$ cat src/rtl/xadc_pkg.sv
// Shared types and constants for the XADC DRP scan controller.
package xadc_pkg;

  typedef enum logic [2:0] {
    ST_IDLE   = 3'd0,
    ST_SELECT = 3'd1,
    ST_REQ    = 3'd2,
    ST_WAIT   = 3'd3,
    ST_PUSH   = 3'd4
  } state_e;

  localparam logic [6:0] DRP_ADDR_VAUX0 = 7'h10;
  localparam logic [6:0] DRP_ADDR_VPVN  = 7'h03;
  localparam logic [6:0] DRP_ADDR_TEMP  = 7'h00;
  localparam int         ADC_W          = 12;

  // The 12-bit conversion sits left-justified in the 16-bit DRP status word.
  function automatic logic [ADC_W-1:0] drp_result(input logic [15:0] word);
    return ADC_W'(word >> 4);
  endfunction

endpackage

$ cat src/rtl/xadc_ch_select.sv
// Find-first-set over the scan mask, restricted to bits at or above start.
module xadc_ch_select #(
  parameter int NUM_CH = 4
) (
  input  logic [NUM_CH-1:0] mask,
  input  logic [3:0]        start,
  output logic              found,
  output logic [3:0]        idx
);

  logic [NUM_CH-1:0] hit_s;

  // Qualify mask bits by position, then scan downwards so the lowest hit wins.
  always_comb begin
    hit_s = {NUM_CH{1'b0}};
    idx   = 4'd0;
    for (int i = 0; i < NUM_CH; i++) begin
      hit_s[i] = mask[i] & (i >= int'(start));
    end
    for (int i = NUM_CH - 1; i >= 0; i--) begin
      idx = hit_s[i] ? 4'(i) : idx;
    end
    found = |hit_s;
  end

endmodule

$ cat src/rtl/xadc_scan_ctrl.sv
// DRP scan controller: each pacing tick reads every enabled VAUX channel once
// and hands the results to the consumer over a valid/ready handshake.
module xadc_scan_ctrl
  import xadc_pkg::*;
#(
  parameter int         NUM_CH    = 4,
  parameter logic [6:0] BASE_ADDR = DRP_ADDR_VAUX0,
  parameter int         TIMEOUT   = 255
) (
  input  logic              clkIn,
  input  logic              rstIn,
  input  logic              enIn,
  input  logic              tickIn,
  input  logic [NUM_CH-1:0] chMaskIn,
  input  logic              errClrIn,
  output logic              drpDenOut,
  output logic              drpDweOut,
  output logic [6:0]        drpAddrOut,
  input  logic              drpDrdyIn,
  input  logic [15:0]       drpDataIn,
  output logic [11:0]       dataOut,
  output logic [3:0]        chOut,
  output logic              validOut,
  input  logic              readyIn,
  output logic              busyOut,
  output logic              errOut,
  output logic              overrunOut
);

  state_e            state_q, state_d;
  logic [NUM_CH-1:0] mask_q, mask_d;
  logic [3:0]        ptr_q, ptr_d;
  logic [3:0]        ch_q, ch_d;
  logic [3:0]        chout_q, chout_d;
  logic [7:0]        timer_q, timer_d;
  logic [ADC_W-1:0]  data_q, data_d;
  logic [6:0]        addr_q, addr_d;
  logic              den_q, den_d;
  logic              valid_q, valid_d;
  logic              busy_q, busy_d;
  logic              err_q, err_d;
  logic              ovr_q, ovr_d;
  logic              err_set_s, ovr_set_s, last_ch_s;
  logic              sel_found_s;
  logic [3:0]        sel_idx_s;

  xadc_ch_select #(.NUM_CH(NUM_CH)) u_ch_select (
    .mask  (mask_q),
    .start (ptr_q),
    .found (sel_found_s),
    .idx   (sel_idx_s)
  );

  // Next-state logic; outputs are derived from the next state so they are registered.
  always_comb begin
    state_d   = state_q;
    mask_d    = mask_q;
    ptr_d     = ptr_q;
    ch_d      = ch_q;
    chout_d   = chout_q;
    timer_d   = timer_q;
    data_d    = data_q;
    err_set_s = 1'b0;
    ovr_set_s = tickIn & (state_q != ST_IDLE);
    last_ch_s = (ch_q == 4'(NUM_CH - 1));
    case (state_q)
      ST_IDLE: begin
        if (tickIn && enIn && (|chMaskIn)) begin
          mask_d  = chMaskIn;
          ptr_d   = 4'd0;
          state_d = ST_SELECT;
        end else begin
          state_d = ST_IDLE;
        end
      end
      ST_SELECT: begin
        if (sel_found_s) begin
          ch_d    = sel_idx_s;
          state_d = ST_REQ;
        end else begin
          state_d = ST_IDLE;
        end
      end
      ST_REQ: begin
        timer_d = 8'd0;
        state_d = ST_WAIT;
      end
      ST_WAIT: begin
        if (drpDrdyIn) begin
          data_d  = drp_result(drpDataIn);
          chout_d = ch_q;
          state_d = ST_PUSH;
        end else if (timer_q == 8'(TIMEOUT - 1)) begin
          err_set_s = 1'b1;
          timer_d   = timer_q + 8'd1;
          // Abandon this channel; nothing remains above the last one.
          if (last_ch_s) begin
            state_d = ST_IDLE;
          end else begin
            ptr_d   = ch_q + 4'd1;
            state_d = ST_SELECT;
          end
        end else begin
          timer_d = timer_q + 8'd1;
        end
      end
      ST_PUSH: begin
        if (readyIn && last_ch_s) begin
          state_d = ST_IDLE;
        end else if (readyIn) begin
          ptr_d   = ch_q + 4'd1;
          state_d = ST_SELECT;
        end else begin
          state_d = ST_PUSH;
        end
      end
      default: begin
        state_d = ST_IDLE;
      end
    endcase

    den_d   = (state_d == ST_REQ);
    addr_d  = (state_d == ST_REQ) ? (BASE_ADDR + {3'b000, ch_d}) : addr_q;
    valid_d = (state_d == ST_PUSH);
    busy_d  = (state_d != ST_IDLE);

    // A set event in the same cycle takes priority over the clear.
    if (err_set_s) begin
      err_d = 1'b1;
    end else if (errClrIn) begin
      err_d = 1'b0;
    end else begin
      err_d = err_q;
    end
    if (ovr_set_s) begin
      ovr_d = 1'b1;
    end else if (errClrIn) begin
      ovr_d = 1'b0;
    end else begin
      ovr_d = ovr_q;
    end
  end

  // State and output registers.
  always_ff @(posedge clkIn or negedge rstIn) begin
    if (!rstIn) begin
      state_q <= ST_IDLE;
      mask_q  <= {NUM_CH{1'b0}};
      ptr_q   <= 4'd0;
      ch_q    <= 4'd0;
      chout_q <= 4'd0;
      timer_q <= 8'd0;
      data_q  <= {ADC_W{1'b0}};
      addr_q  <= 7'd0;
      den_q   <= 1'b0;
      valid_q <= 1'b0;
      busy_q  <= 1'b0;
      err_q   <= 1'b0;
      ovr_q   <= 1'b0;
    end else begin
      state_q <= state_d;
      mask_q  <= mask_d;
      ptr_q   <= ptr_d;
      ch_q    <= ch_d;
      chout_q <= chout_d;
      timer_q <= timer_d;
      data_q  <= data_d;
      addr_q  <= addr_d;
      den_q   <= den_d;
      valid_q <= valid_d;
      busy_q  <= busy_d;
      err_q   <= err_d;
      ovr_q   <= ovr_d;
    end
  end

  assign drpDenOut  = den_q;
  assign drpDweOut  = 1'b0;
  assign drpAddrOut = addr_q;
  assign dataOut    = data_q;
  assign chOut      = chout_q;
  assign validOut   = valid_q;
  assign busyOut    = busy_q;
  assign errOut     = err_q;
  assign overrunOut = ovr_q;

endmodule

$ cat config.mk
export PLATFORM = sky130hd
export DESIGN_NAME = xadc_scan_ctrl
export DESIGN_NICKNAME = d
export VERILOG_FILES = /design/src/rtl/xadc_pkg.sv /design/src/rtl/xadc_ch_select.sv /design/src/rtl/xadc_scan_ctrl.sv
export SDC_FILE = /design/constraint.sdc
export NUM_CORES = 1
export LEC_CHECK = 0
export ABC_AREA = 1
export CAP_MARGIN = 20
export CORE_MARGIN = 2
export CORE_UTILIZATION = 32
export DETAILED_ROUTE_END_ITERATION = 7
export PLACE_DENSITY = 0.66
export SYNTH_ARGS = -nofsm -noshare
export SYNTH_HDL_FRONTEND = slang
export SYNTH_SLANG_ARGS = --single-unit
export TNS_END_PERCENT = 100
$ cat constraint.sdc
create_clock -name clkIn -period 1.2 [get_ports clkIn]
set_input_delay 0.12 -clock clkIn [delete_from_list [all_inputs] [get_ports clkIn]]
set_output_delay 0.12 -clock clkIn [all_outputs]
set_load 0.01 [all_outputs]
# [Word level (Yosys, flattened, before mapping)]
# Cells that the tools add are included.
[totals] inputBits=27 out_inout_bits=29 regBits=51 word_cells=84
[op_classes] n_lt_le_gt_ge=4 n_reduce_logical=16 n_eq_ne=14 n_bitwise=5 addsub=3 muxes=29
[ops] operator="$mux 4" n=11
[ops] operator="$pmux 8 s2" n=1
[ops] operator="$pmux 3 s5" n=1
[ops] operator="$mux 3" n=4
[ops] operator="$ne 2x2->1 const B" n=6
[ops] operator="$pmux 4 s3" n=1
[ops] operator="$eq 3x2->1 const B" n=3
[ops] operator="$reduce_bool 3->1" n=3
[ops] operator="$add 8x1->8 const B" n=1
[ops] operator="$eq 8x8->1 const B" n=1
[ops] operator="$ge 1x4->1 const A" n=2
[ops] operator="$ge 2x4->1 const A" n=2
[ops] operator="$mux 1" n=8
[ops] operator="$mux 8" n=1
[ops] operator="$reduce_or 4->1" n=2
[ops] operator="$reduce_and 7->1" n=1
[ops] operator="$add 5x4->6 const A" n=1
[ops] operator="$eq 3x3->1 const B" n=2
[ops] operator="$reduce_and 2->1" n=3
[ops] operator="$reduce_bool 2->1" n=3
[ops] operator="$and 1x1->1" n=5
[ops] operator="$add 4x1->4 const B" n=1
[ops] operator="$eq 4x2->1 const B" n=1
[ops] operator="$mux 2" n=2
[ops] operator="3 further kinds" n=5

# [Logic depth before layout (Yosys ltp)]
# Gate-level depths: netlist (run 1).
[logic_depth] word_depth=9 depth_mapped=9 mapped_depth_nobuf=9

# [By module]
# From an unflattened synthesis (run 1), not the netlist that was laid out.
[hier_totals] hier_cells=299 area_unflattened_um2=2337.2
[modules_own_cells] mod="xadc_scan_ctrl" seq_area_each_um2=1226.2 n_inst=1 cells_per_inst=277 area_each_um2=2225.9
[modules_own_cells] mod="xadc_ch_select" seq_area_each_um2=0.0 n_inst=1 cells_per_inst=22 area_each_um2=111.4

# [Worst setup path before layout (run 1)]
# OpenSTA, ideal clock, no wires.
[synth_timing] path_kind="register to register" from="register timer_q[0]" to="register ptr_q[1]" arrival_ns=1.223 path_buffers=0 stages_incl_launch_ff=10 setup_ns=0.117 synth_period_minus_slack_ns=1.340 required_time_ns=1.083 slack_ns=-0.140 cell_sequence="dfrtp_1 -> inv_1 -> ha_1 -> inv_1 -> nor2_1 -> nand2_1 -> o21ai_2 -> nand3_2 -> nand2_1 -> nand2_1"
[synth_via] elab_chain_cells=3
[synth_lines] element="from (decl)" line_no="xadc_scan_ctrl.sv:35" rtl="logic [7:0] timer_q, timer_d;"
[synth_lines] element="from (signal assigned)" line_no="xadc_scan_ctrl.sv:166" rtl="timer_q <= timer_d;"
[synth_lines] element="$eq 8x8->1" line_no="xadc_scan_ctrl.sv:93" rtl="end else if (timer_q == 8'(TIMEOUT - 1)) begin"
[synth_lines] element="$ne 2x2->1 (no source line)"
[synth_lines] element="$reduce_and 7->1 (no source line)"
[synth_lines] element="to (signal assigned)" line_no="xadc_scan_ctrl.sv:163" rtl="ptr_q <= ptr_d;"
[synth_lines] element="to (decl)" line_no="xadc_scan_ctrl.sv:32" rtl="logic [3:0] ptr_q, ptr_d;"
# No other way between the ends.
# A chain may end at the register's enable or synchronous reset.

# [Worst setup path in the final report (run 1)]
[layout_timing] from="register state_q[1]" to="register timer_q[6]"
[layout_via] elab_chain_cells=3 elab_cells_between_ends=6 cone_classes="eq/ne: 3; mux: 1; reduce/logical: 2"
[layout_lines] element="from (decl)" line_no="xadc_scan_ctrl.sv:30" rtl="state_e state_q, state_d;"
[layout_lines] element="from (signal assigned)" line_no="xadc_scan_ctrl.sv:161" rtl="state_q <= state_d;"
[layout_lines] element="$eq 3x2->1" line_no="xadc_scan_ctrl.sv:66" rtl="case (state_q)"
[layout_lines] element="$ne 2x2->1 (no source line) / $reduce_bool 2->1 (equally long branches)"
[layout_lines] element="$reduce_and 2->1 (no source line)"
# Parallel ways exist; a longest one is shown, timed or not.

==> results of run 1 <==
==> path summary, 6_finish.rpt <==
path | from | endpoint | slack (ns) | depth (start not counted)
max | state_q[1]$_DFF_PN0_ | timer_q[6]$_DFFE_PN0P_ | -0.17 | 6
min | rstIn | overrunOut$_DFFE_PN0P_ | 0.32 | 3
max reg2reg | state_q[1]$_DFF_PN0_ | timer_q[6]$_DFFE_PN0P_ | -0.17 | 6
min reg2reg | dataOut[6]$_DFFE_PN0P_ | dataOut[6]$_DFFE_PN0P_ | 0.47 | 2
max in group asynchronous | rstIn | state_q[1]$_DFF_PN0_ | 0.62 | 3
min in group clkIn | drpDataIn[5] | dataOut[1]$_DFFE_PN0P_ | 0.37 | 3
==> metrics by stage <==
step	setup WS (ns)	utilization [%]	total power (uW)	instance area [sq um]
6_report	-0.171	55.5	7780	3770
5_1_grt	-0.288	55.5	8390	3770
4_1_cts	-0.204	49.9	6960	3390
3_5_place_dp	-0.240	46.2	5620	3140
3_3_place_gp	-0.196	46.2	5540	3140
2_1_floorplan	-0.118	-	4050	2270
==> synth_stat cells (2+ instances only) <==
| library cell | number | share of area, % |
|---|---|---|
| buf_2 | 2 | 0.44 |
| nand2_2 | 2 | 0.56 |
| nor2_4 | 2 | 1.0 |
| dfrtp_1 | 49 | 54 |
| nor2_1 | 22 | 3.7 |
| nand3_1 | 17 | 3.8 |
| o21ai_0 | 13 | 2.9 |
| nor2_2 | 2 | 0.56 |
| buf_4 | 4 | 1.3 |
| ha_1 | 3 | 1.7 |
| inv_1 | 28 | 4.7 |
| nor3_1 | 2 | 0.44 |
| nand2_1 | 102 | 17 |
| o21a_1 | 3 | 1.0 |
| a21oi_1 | 6 | 1.3 |
| nand4_1 | 4 | 1.1 |
| inv_2 | 4 | 0.67 |
==> per-layer routing <==
metal  vias up  wire [microns]  GRT usage, %  share of wire [%]
met3         6             215          3.02                3.7
met4         0              48          4.62               0.82
met2        41            3050          25.4                 52
met1       986            2540          18.7                 43
li1       1064               -             -                  -
met5         -               0             0                  0
==> power groups by stage <==
stage               Clock (uW)  Sequential (uW)  Combinational (uW)
detailed placement           0             2470                3150
finish                     991             2490                4290
global placement             0             2440                3090
CTS                       1020             2450                3480
floorplan                    0             2610                1440
global route              1100             2560                4730
==> timing repair <==
| item | in CTS | in global routing |
|---|---|---|
| resized for setup | 65 | 86 |
| hold buffers | 1 | 0 |
| hold endpoints to repair | 49 | 0 |
| setup endpoints to repair | 53 | 47 |
| gates cloned | 0 | 4 |
| setup buffers | 7 | 5 |
| pin swaps | 17 | 35 |
==> worst register-to-register path, delay by kind of cell, from the launching register on <==
kind,cells,cell delay [ns]
AO/OA/AOI/OAI,3,0.53
flip-flops,1,0.45
AND/OR/NAND/NOR,2,0.21
buffers and inverters,1,0.14
==> cell type report <==
class | instances | area share (%)
flip-flops and latches | 49 | 32.6
well taps | 96 | 3.19
inverters | 32 | 3.52
multi-input cells | 190 | 32.1
clock buffers | 7 | 2.29
repair buffers | 103 | 26.3
==> flip-flops by register name (all words and copies together), names as in the netlist <==
register    flops
busyOut         1
chOut           4
ch_q            4
dataOut        12
drpAddrOut      5
drpDenOut       1
errOut          1
mask_q          4
overrunOut      1
ptr_q           4
state_q         3
timer_q         8
validOut        1
==> kinds of logic after synthesis <==
kind of cell	Yosys count	share of synthesized area, %
compound gates	27	7.16
xor+xnor	1	0.389
fa+ha+maj	3	1.67
buf+inv	38	7.11
flops	49	54.4
other cells	1	0.166
simple gates	156	29.1
==> placed cells by master (no fill, tap or decap), types with 2 or more instances in the layout <==
cell type        instances
nand2_1                 63
conb_1                   3
clkdlybuf4s50_1         21
dfrtp_2                  2
buf_12                   3
dfrtp_1                 47
dlygate4sd2_1           26
nand3_1                 13
o21a_1                   3
nand2_2                 29
o21ai_1                  2
nand3_2                  4
inv_1                   22
nand2_4                 11
inv_4                    3
buf_6                   11
a21oi_1                  6
nor2_1                   9
clkbuf_16                3
o21ai_0                  4
o21ai_4                  2
o21ai_2                  7
buf_4                   37
inv_2                    6
nor2_4                  11
nand4_1                  4
clkbuf_8                 6
nor2_2                   6
==> summary.txt, run 1 <==
Status
  – Outcome: complete, but fails checks
  – Failing checks: negative setup slack

Logic synthesis
  – #FFs+latches synth: 49
  – Ys async rst share: 100%
  – Share of the yosys chip area belonging to registers: 54.4%
  – Yosys cell types: 27
  – Ys Warns: 0
  – Cells after synthesis: 275
  – Main flop type after synthesis: dfrtp_1
  – Synth Area per Inst: 8.19 sq um
  – Post-Syn Area: 2250 sq um
  – Post-synth EDFFs: 0

Setup path
  – Critical Setup Path Class: reg -> reg
  – Arr. time, crit path: 1.61 ns
  – Buffers and inverters on the worst path: 1
  – WP data required: 1.44 ns
  – Crit end category: flop
  – Top delay family on crit path: compound AO/OA/AOI/OAI gates
  – CP max stage delay: 0.45 ns
  – CP startpoint kind: flop
  – Worst path cell trace: buf_6 > nand2_4 > a21oi_4 > nand3_1 > a21oi_1 > o21a_1
  – Critical Path Fanout Max: 6
  – Critical Path Slowest Stage Cell: dfrtp_2

Die
  – Initial Utilization: 33.2%
  – Chip Height: 87.9 microns
  – # IOs: 56
  – Die area: 7730 sq um
  – Die X: 87.9 microns
  – Row count: 30
  – Core area: 6790 sq um

Cells and area
  – Layout cells sized above 1: 39.4%
  – Filler cell count: 593
  – Inserted Diodes: 0
  – Final #Nets: 411
  – Sequential cell area: 1230 sq um
  – Multi-input gate area: 1210 sq um
  – Final Non-Filler Cells: 477
  – Area grow syn2layout: 67.2%

Timing
  – Tcrit/Tclk final: 114%
  – Finish-stage setup viols: 46
  – Minimum clock period: 1.37 ns
  – Fin. max-slew vios: 0
  – Worst-case clock skew: 0.00615 ns
  – Final TNS setup: -3.32 ns
  – RSZ-0062 raised after global routing: yes
  – Hold Slack: 0.323 ns
  – Post-route setup slack: -0.171 ns
  – Endpoints failing hold: 0
  – Fmax: 729 MHz

Power and ir drop
  – Worst vdd rail ir drop: 0.961 mV
  – LEAKAGE: 0.00190 uW
  – Sw frac: 39.9%
  – Combinational power share: 55.2%
  – Pint: 4680 uW
  – Clock Power Share: 12.7%
  – P per Cell Area: 2060 nW/um^2
  – Sequential share of power: 32.1%
  – Net Sw Power: 3100 uW

Min path
  – Hold crit path type: in -> async

GRT
  – First-pass GRT wire length: 8980 microns
  – Initial antenna violation count: 0
  – Global Route Usage Sum: 14.8%
  – Vias in the first global route: 2013
  – Largest net degree at the start of global routing: 50
  – Remaining Overflow, GRT: 0

Detailed routing
  – Final WL: 5860 microns
  – Final ANT Viol Nets: 0
  – Router iterations before antenna repair: 4
  – Post-route DRC: 0
  – Vias per cell: 4.40
  – Routed len/inst: 12.3 microns
  – Initial drt markers: 75
  – Routed vias: 2097

Placement
  – Placer congestion estimate: 0.801
  – Placed cells: 454
  – Post-DP HPWL: 3600 microns
  – PortBufs: 48

CTS
  – Clk pin slew, worst setup/hold paths: 0.09 ns
  – Clk root buf: clkbuf_8
  – Clk buf depth: 2
  – Clk_lat worst skew: 0.30 ns
  – TritonCTS Buffers: 5
  – CTS tree: done
  – Sink Count: 49
  – H-Tree Depth: 2

Run
  – Max-cap violations: 0
No activity file was read; power rests on OpenSTA's default activity.
==> inputs of run 2 (changes only) <==
- CTS_BUF_LIST: default -> sky130_fd_sc_hd__clkbuf_16
==> summary.txt, run 2 (synthesis gave the netlist of run 1 again) <==
Status
  – Outcome: complete, but fails checks
  – Failing checks: negative setup slack

Detailed routing
  – Post-route DRC: 0
  – Initial drt markers: 57
  – Router iterations before antenna repair: 4
  – Final WL: 5800 microns
  – Routed vias: 2103
  – Final ANT Viol Nets: 0
  – Vias per cell: 4.42
  – Routed len/inst: 12.2 microns

Timing
  – Post-route setup slack: -0.162 ns
  – Tcrit/Tclk final: 114%
  – Finish-stage setup viols: 42
  – Hold Slack: 0.333 ns
  – Endpoints failing hold: 0
  – RSZ-0062 raised after global routing: yes
  – Fmax: 734 MHz
  – Worst-case clock skew: 0.00584 ns
  – Minimum clock period: 1.36 ns
  – Fin. max-slew vios: 0

Die
  – Initial Utilization: 33.2%
  – Core area: 6790 sq um
  – Die X: 87.9 microns
  – Chip Height: 87.9 microns
  – # IOs: 56
  – Die area: 7730 sq um
  – Row count: 30

Setup path
  – Crit Reg-Reg Startpoint: timer_q[0]$_DFFE_PN0P_
  – WP data required: 1.38 ns
  – Critical Path Fanout Max: 4
  – CP Launch Point: timer_q[0]$_DFFE_PN0P_
  – Worst path cell trace: inv_2 > ha_4 > inv_2 > nor2_2 > nand2_2 > o21ai_4 > nand3_2 > nand2_1 > nand2_1
  – Critical Path Slowest Stage Cell: dfrtp_1
  – CP startpoint kind: flop
  – CP max stage delay: 0.40 ns
  – Crit end category: flop
  – Critical Setup Path Class: reg -> reg
  – Arr. time, crit path: 1.54 ns

CTS
  – CTS tree: done
  – Clk_lat worst skew: 0.29 ns
  – TritonCTS Buffers: 5
  – Clk buf depth: 2
  – Clk pin slew, worst setup/hold paths: 0.06 ns
  – H-Tree Depth: 2
  – Sink Count: 49
  – Clk root buf: clkbuf_16

Cells and area
  – Final #Nets: 410
  – Layout cells sized above 1: 38.7%
  – Commonest non-fill, non-tap cell in the layout: nand2_1
  – Final instance area: 3800 sq um
  – Final Non-Filler Cells: 476
  – Area grow syn2layout: 68.8%
  – Inserted Diodes: 0
  – Max reg flops: 12
  – Commonest non-fill, non-tap cells in the layout: nand2_1 (64), dfrtp_1 (47), buf_4 (37), nand2_2 (26), dlygate4sd2_1 (26)
  – Filler cell count: 603

GRT
  – Remaining Overflow, GRT: 0
  – Largest net degree at the start of global routing: 50
  – First-pass GRT wire length: 8980 microns
  – Vias in the first global route: 2003
  – Initial antenna violation count: 0
  – Global Route Usage Sum: 15.0%

Placement
  – PortBufs: 48
  – Placer congestion estimate: 0.801
  – Area after DPL: 3140 sq um
  – Worst slack at placement: -0.240 ns
  – Post-DP HPWL: 3600 microns
  – Placed cells: 454

Power and ir drop
  – Power Total: 8050 uW
  – LEAKAGE: 0.00191 uW
  – P per Cell Area: 2120 nW/um^2
  – Worst vdd rail ir drop: 0.907 mV

Min path
  – Hold crit path type: in -> async

Run
  – Max-cap violations: 0
[run 2: critical path: cells and delay by family, from the launching register on]
kind,cells,cell delay (ns)
fa+ha+maj,1,0.12
simple gates,5,0.44
flops,1,0.40
buf+inv,2,0.11
compound gates,1,0.18
[run 2: where the power goes]
part / total [uW] / switching (uW) / internal [uW]
Clock: 1310 / 564 / 746
Combinational: 4230 / 2200 / 2030
Sequential: 2510 / 358 / 2160
Total: 8050 / 3120 / 4930
[run 2: cell type report]
| class | count | area [sq um] | area share, % |
|---|---|---|---|
| Tap cell | 96 | 120 | 3.16 |
| Multi-Input combinational cell | 190 | 1210 | 31.8 |
| Clock inverter | 2 | 7.51 | 0.197 |
| Inverter | 32 | 133 | 3.49 |
| Clock buffer | 5 | 125 | 3.29 |
| Timing Repair Buffer | 102 | 978 | 25.7 |
| Sequential cell | 49 | 1230 | 32.3 |
[run 2: metal layers]
layer	up-vias	share of wire (%)	track usage [%]	wire length, microns
met5	-	0	0	0
met4	0	1.2	4.76	68
met3	6	3.5	3.49	201
met2	34	52	26.0	3030
met1	995	43	18.5	2500
li1	1068	-	-	-
[run 2: repair_timing]
action / in CTS / in global routing
gates resized for setup: 65 / 85
hold buffers: 1 / 0
endpoints found under the hold margin: 49 / 0
cloned: 0 / 4
setup buffers: 6 / 4
pin swaps: 15 / 34
endpoints found under the setup margin: 54 / 46
[run 2: per-stage QoR]
stage	setup TNS (ns)	utilization, %
4_1_cts	-1.87	50.3
3_5_place_dp	-5.80	46.2
5_1_grt	-6.82	56.0
2_1_floorplan	-0.546	-
3_3_place_gp	-4.72	46.2
6_report	-3.32	56.0
[run 2: worst paths after layout]
check                                     endpoint  slack (ns)  depth (start not counted)
hold / removal               mask_q[1]$_DFFE_PN0N_        0.33                          3
min in group clkIn         dataOut[10]$_DFFE_PN0P_        0.38                          3
setup / recovery              ptr_q[1]$_DFFE_PN0P_       -0.16                          9
hold reg to reg             dataOut[6]$_DFFE_PN0P_        0.47                          2
max in group asynchronous     state_q[1]$_DFF_PN0_        0.60                          3
setup reg to reg              ptr_q[1]$_DFFE_PN0P_       -0.16                          9
==> inputs of run 3 (changes only) <==
- SKIP_CTS_REPAIR_TIMING: default -> 1
==> summary.txt, run 3 (synthesis gave the netlist of run 1 again) <==
Status
  – Outcome: complete, but fails checks
  – Failing checks: negative setup slack

Placement
  – PortBufs: 48
  – Post-DP HPWL: 3600 microns
  – Area after DPL: 3140 sq um
  – Placer congestion estimate: 0.801

Die
  – Die X: 87.9 microns
  – Die area: 7730 sq um
  – # IOs: 56
  – Chip Height: 87.9 microns
  – Row count: 30
  – Core area: 6790 sq um
  – Initial Utilization: 33.2%

Timing
  – Post-route setup slack: -0.194 ns
  – Hold Slack: 0.341 ns
  – RSZ-0062 raised after global routing: yes
  – Tcrit/Tclk final: 116%
  – Fin. max-slew vios: 0
  – Finish-stage setup viols: 25
  – Minimum clock period: 1.39 ns
  – Worst-case clock skew: 0.00567 ns
  – Endpoints failing hold: 0
  – Fmax: 717 MHz
  – Final TNS setup: -2.42 ns

GRT
  – Vias in the first global route: 1890
  – First-pass GRT wire length: 8290 microns
  – Remaining Overflow, GRT: 0
  – Global Route Usage Sum: 13.9%
  – Largest net degree at the start of global routing: 50
  – Initial antenna violation count: 0

Cells and area
  – Layout cells sized above 1: 29.5%
  – Area grow syn2layout: 61.5%
  – Commonest non-fill, non-tap cell in the layout: nand2_1
  – Filler cell count: 593
  – Final #Nets: 403
  – Inserted Diodes: 0
  – Commonest non-fill, non-tap cells in the layout: nand2_1 (91), dfrtp_1 (47), buf_4 (33), dlymetal6s2s_1 (26), inv_1 (23)
  – Final instance area: 3640 sq um
  – Max reg flops: 12

Power and ir drop
  – P per Cell Area: 2130 nW/um^2
  – LEAKAGE: 0.00207 uW
  – Worst vdd rail ir drop: 0.890 mV

Setup path
  – CP startpoint kind: flop
  – Arr. time, crit path: 1.62 ns
  – Critical Path Fanout Max: 4
  – Worst path cell trace: inv_2 > ha_4 > inv_2 > nor2_2 > nand2_2 > o21ai_4 > buf_4 > nand3_1 > nand2_1
  – CP max stage delay: 0.40 ns
  – Flop2flop setup slack: -0.19 ns
  – Crit path top cell by count: inv_2
  – Crit end category: flop
  – WP data required: 1.42 ns
  – Critical Path Slowest Stage Cell: dfrtp_1
  – Critical Setup Path Class: reg -> reg

CTS
  – Clk pin slew, worst setup/hold paths: 0.06 ns
  – Sink Count: 49
  – CTS tree: done
  – TritonCTS Buffers: 5
  – Clk_lat worst skew: 0.29 ns
  – Clk buf depth: 2
  – Clk root buf: clkbuf_16
  – H-Tree Depth: 2

Detailed routing
  – Routed len/inst: 11.6 microns
  – Router iterations before antenna repair: 4
  – Routed vias: 2058
  – Final WL: 5450 microns
  – Vias per cell: 4.39
  – Initial drt markers: 72
  – Final ANT Viol Nets: 0
  – Post-route DRC: 0

Min path
  – Hold crit path type: in -> async

Run
  – Max-cap violations: 0
-- run 3: critical path, delay by kind of cell, from the launching register on --
family | cells | cell delay (ns)
flops | 1 | 0.40
simple gates | 4 | 0.36
buf+inv | 3 | 0.27
compound gates | 1 | 0.18
fa+ha+maj | 1 | 0.13
-- run 3: layout make-up --
class | instances | area (sq um) | share of cell area (%)
inverters | 32 | 125 | 3.44
well taps | 96 | 120 | 3.30
multi-input cells | 190 | 1070 | 29.4
flip-flops and latches | 49 | 1230 | 33.8
clock buffers | 5 | 125 | 3.44
clock inverters | 2 | 7.51 | 0.206
repair buffers | 95 | 962 | 26.4
-- run 3: layer usage --
layer	global-route usage (%)	wire length, microns	part of all wire, %	up-vias
li1	-	-	-	1054
met5	0	0	0	-
met4	4.62	58	1.1	0
met1	17.1	2360	43	964
met3	3.49	232	4.3	5
met2	23.9	2790	51	35
-- run 3: final timing paths --
| kind | startpoint | end | depth (start not counted) |
|---|---|---|---|
| min in group clkIn | drpDataIn[10] | dataOut[6]$_DFFE_PN0P_ | 3 |
| min | rstIn | overrunOut$_DFFE_PN0P_ | 3 |
| max reg2reg | timer_q[0]$_DFFE_PN0P_ | ptr_q[0]$_DFFE_PN0P_ | 9 |
| max | timer_q[0]$_DFFE_PN0P_ | ptr_q[0]$_DFFE_PN0P_ | 9 |
| min reg2reg | dataOut[2]$_DFFE_PN0P_ | dataOut[2]$_DFFE_PN0P_ | 2 |
| max in group asynchronous | rstIn | state_q[1]$_DFF_PN0_ | 3 |
-- run 3: through the flow --
| step | utilization (%) | total power (uW) | instances | setup WS, ns |
|---|---|---|---|---|
| after floorplan | - | 4050 | 277 | -0.118 |
| after global placement | 46.2 | 5540 | 454 | -0.196 |
| after detailed placement | 46.2 | 5620 | 454 | -0.240 |
| after CTS | 48.2 | 6980 | 461 | -0.252 |
| after global routing | 53.6 | 8370 | 469 | -0.275 |
| final | 53.6 | 7740 | 469 | -0.194 |
-- run 3: report_power, final --
group | switching [uW] | internal [uW]
registers | 325 | 2160
logic | 2000 | 1960
clock network | 559 | 746
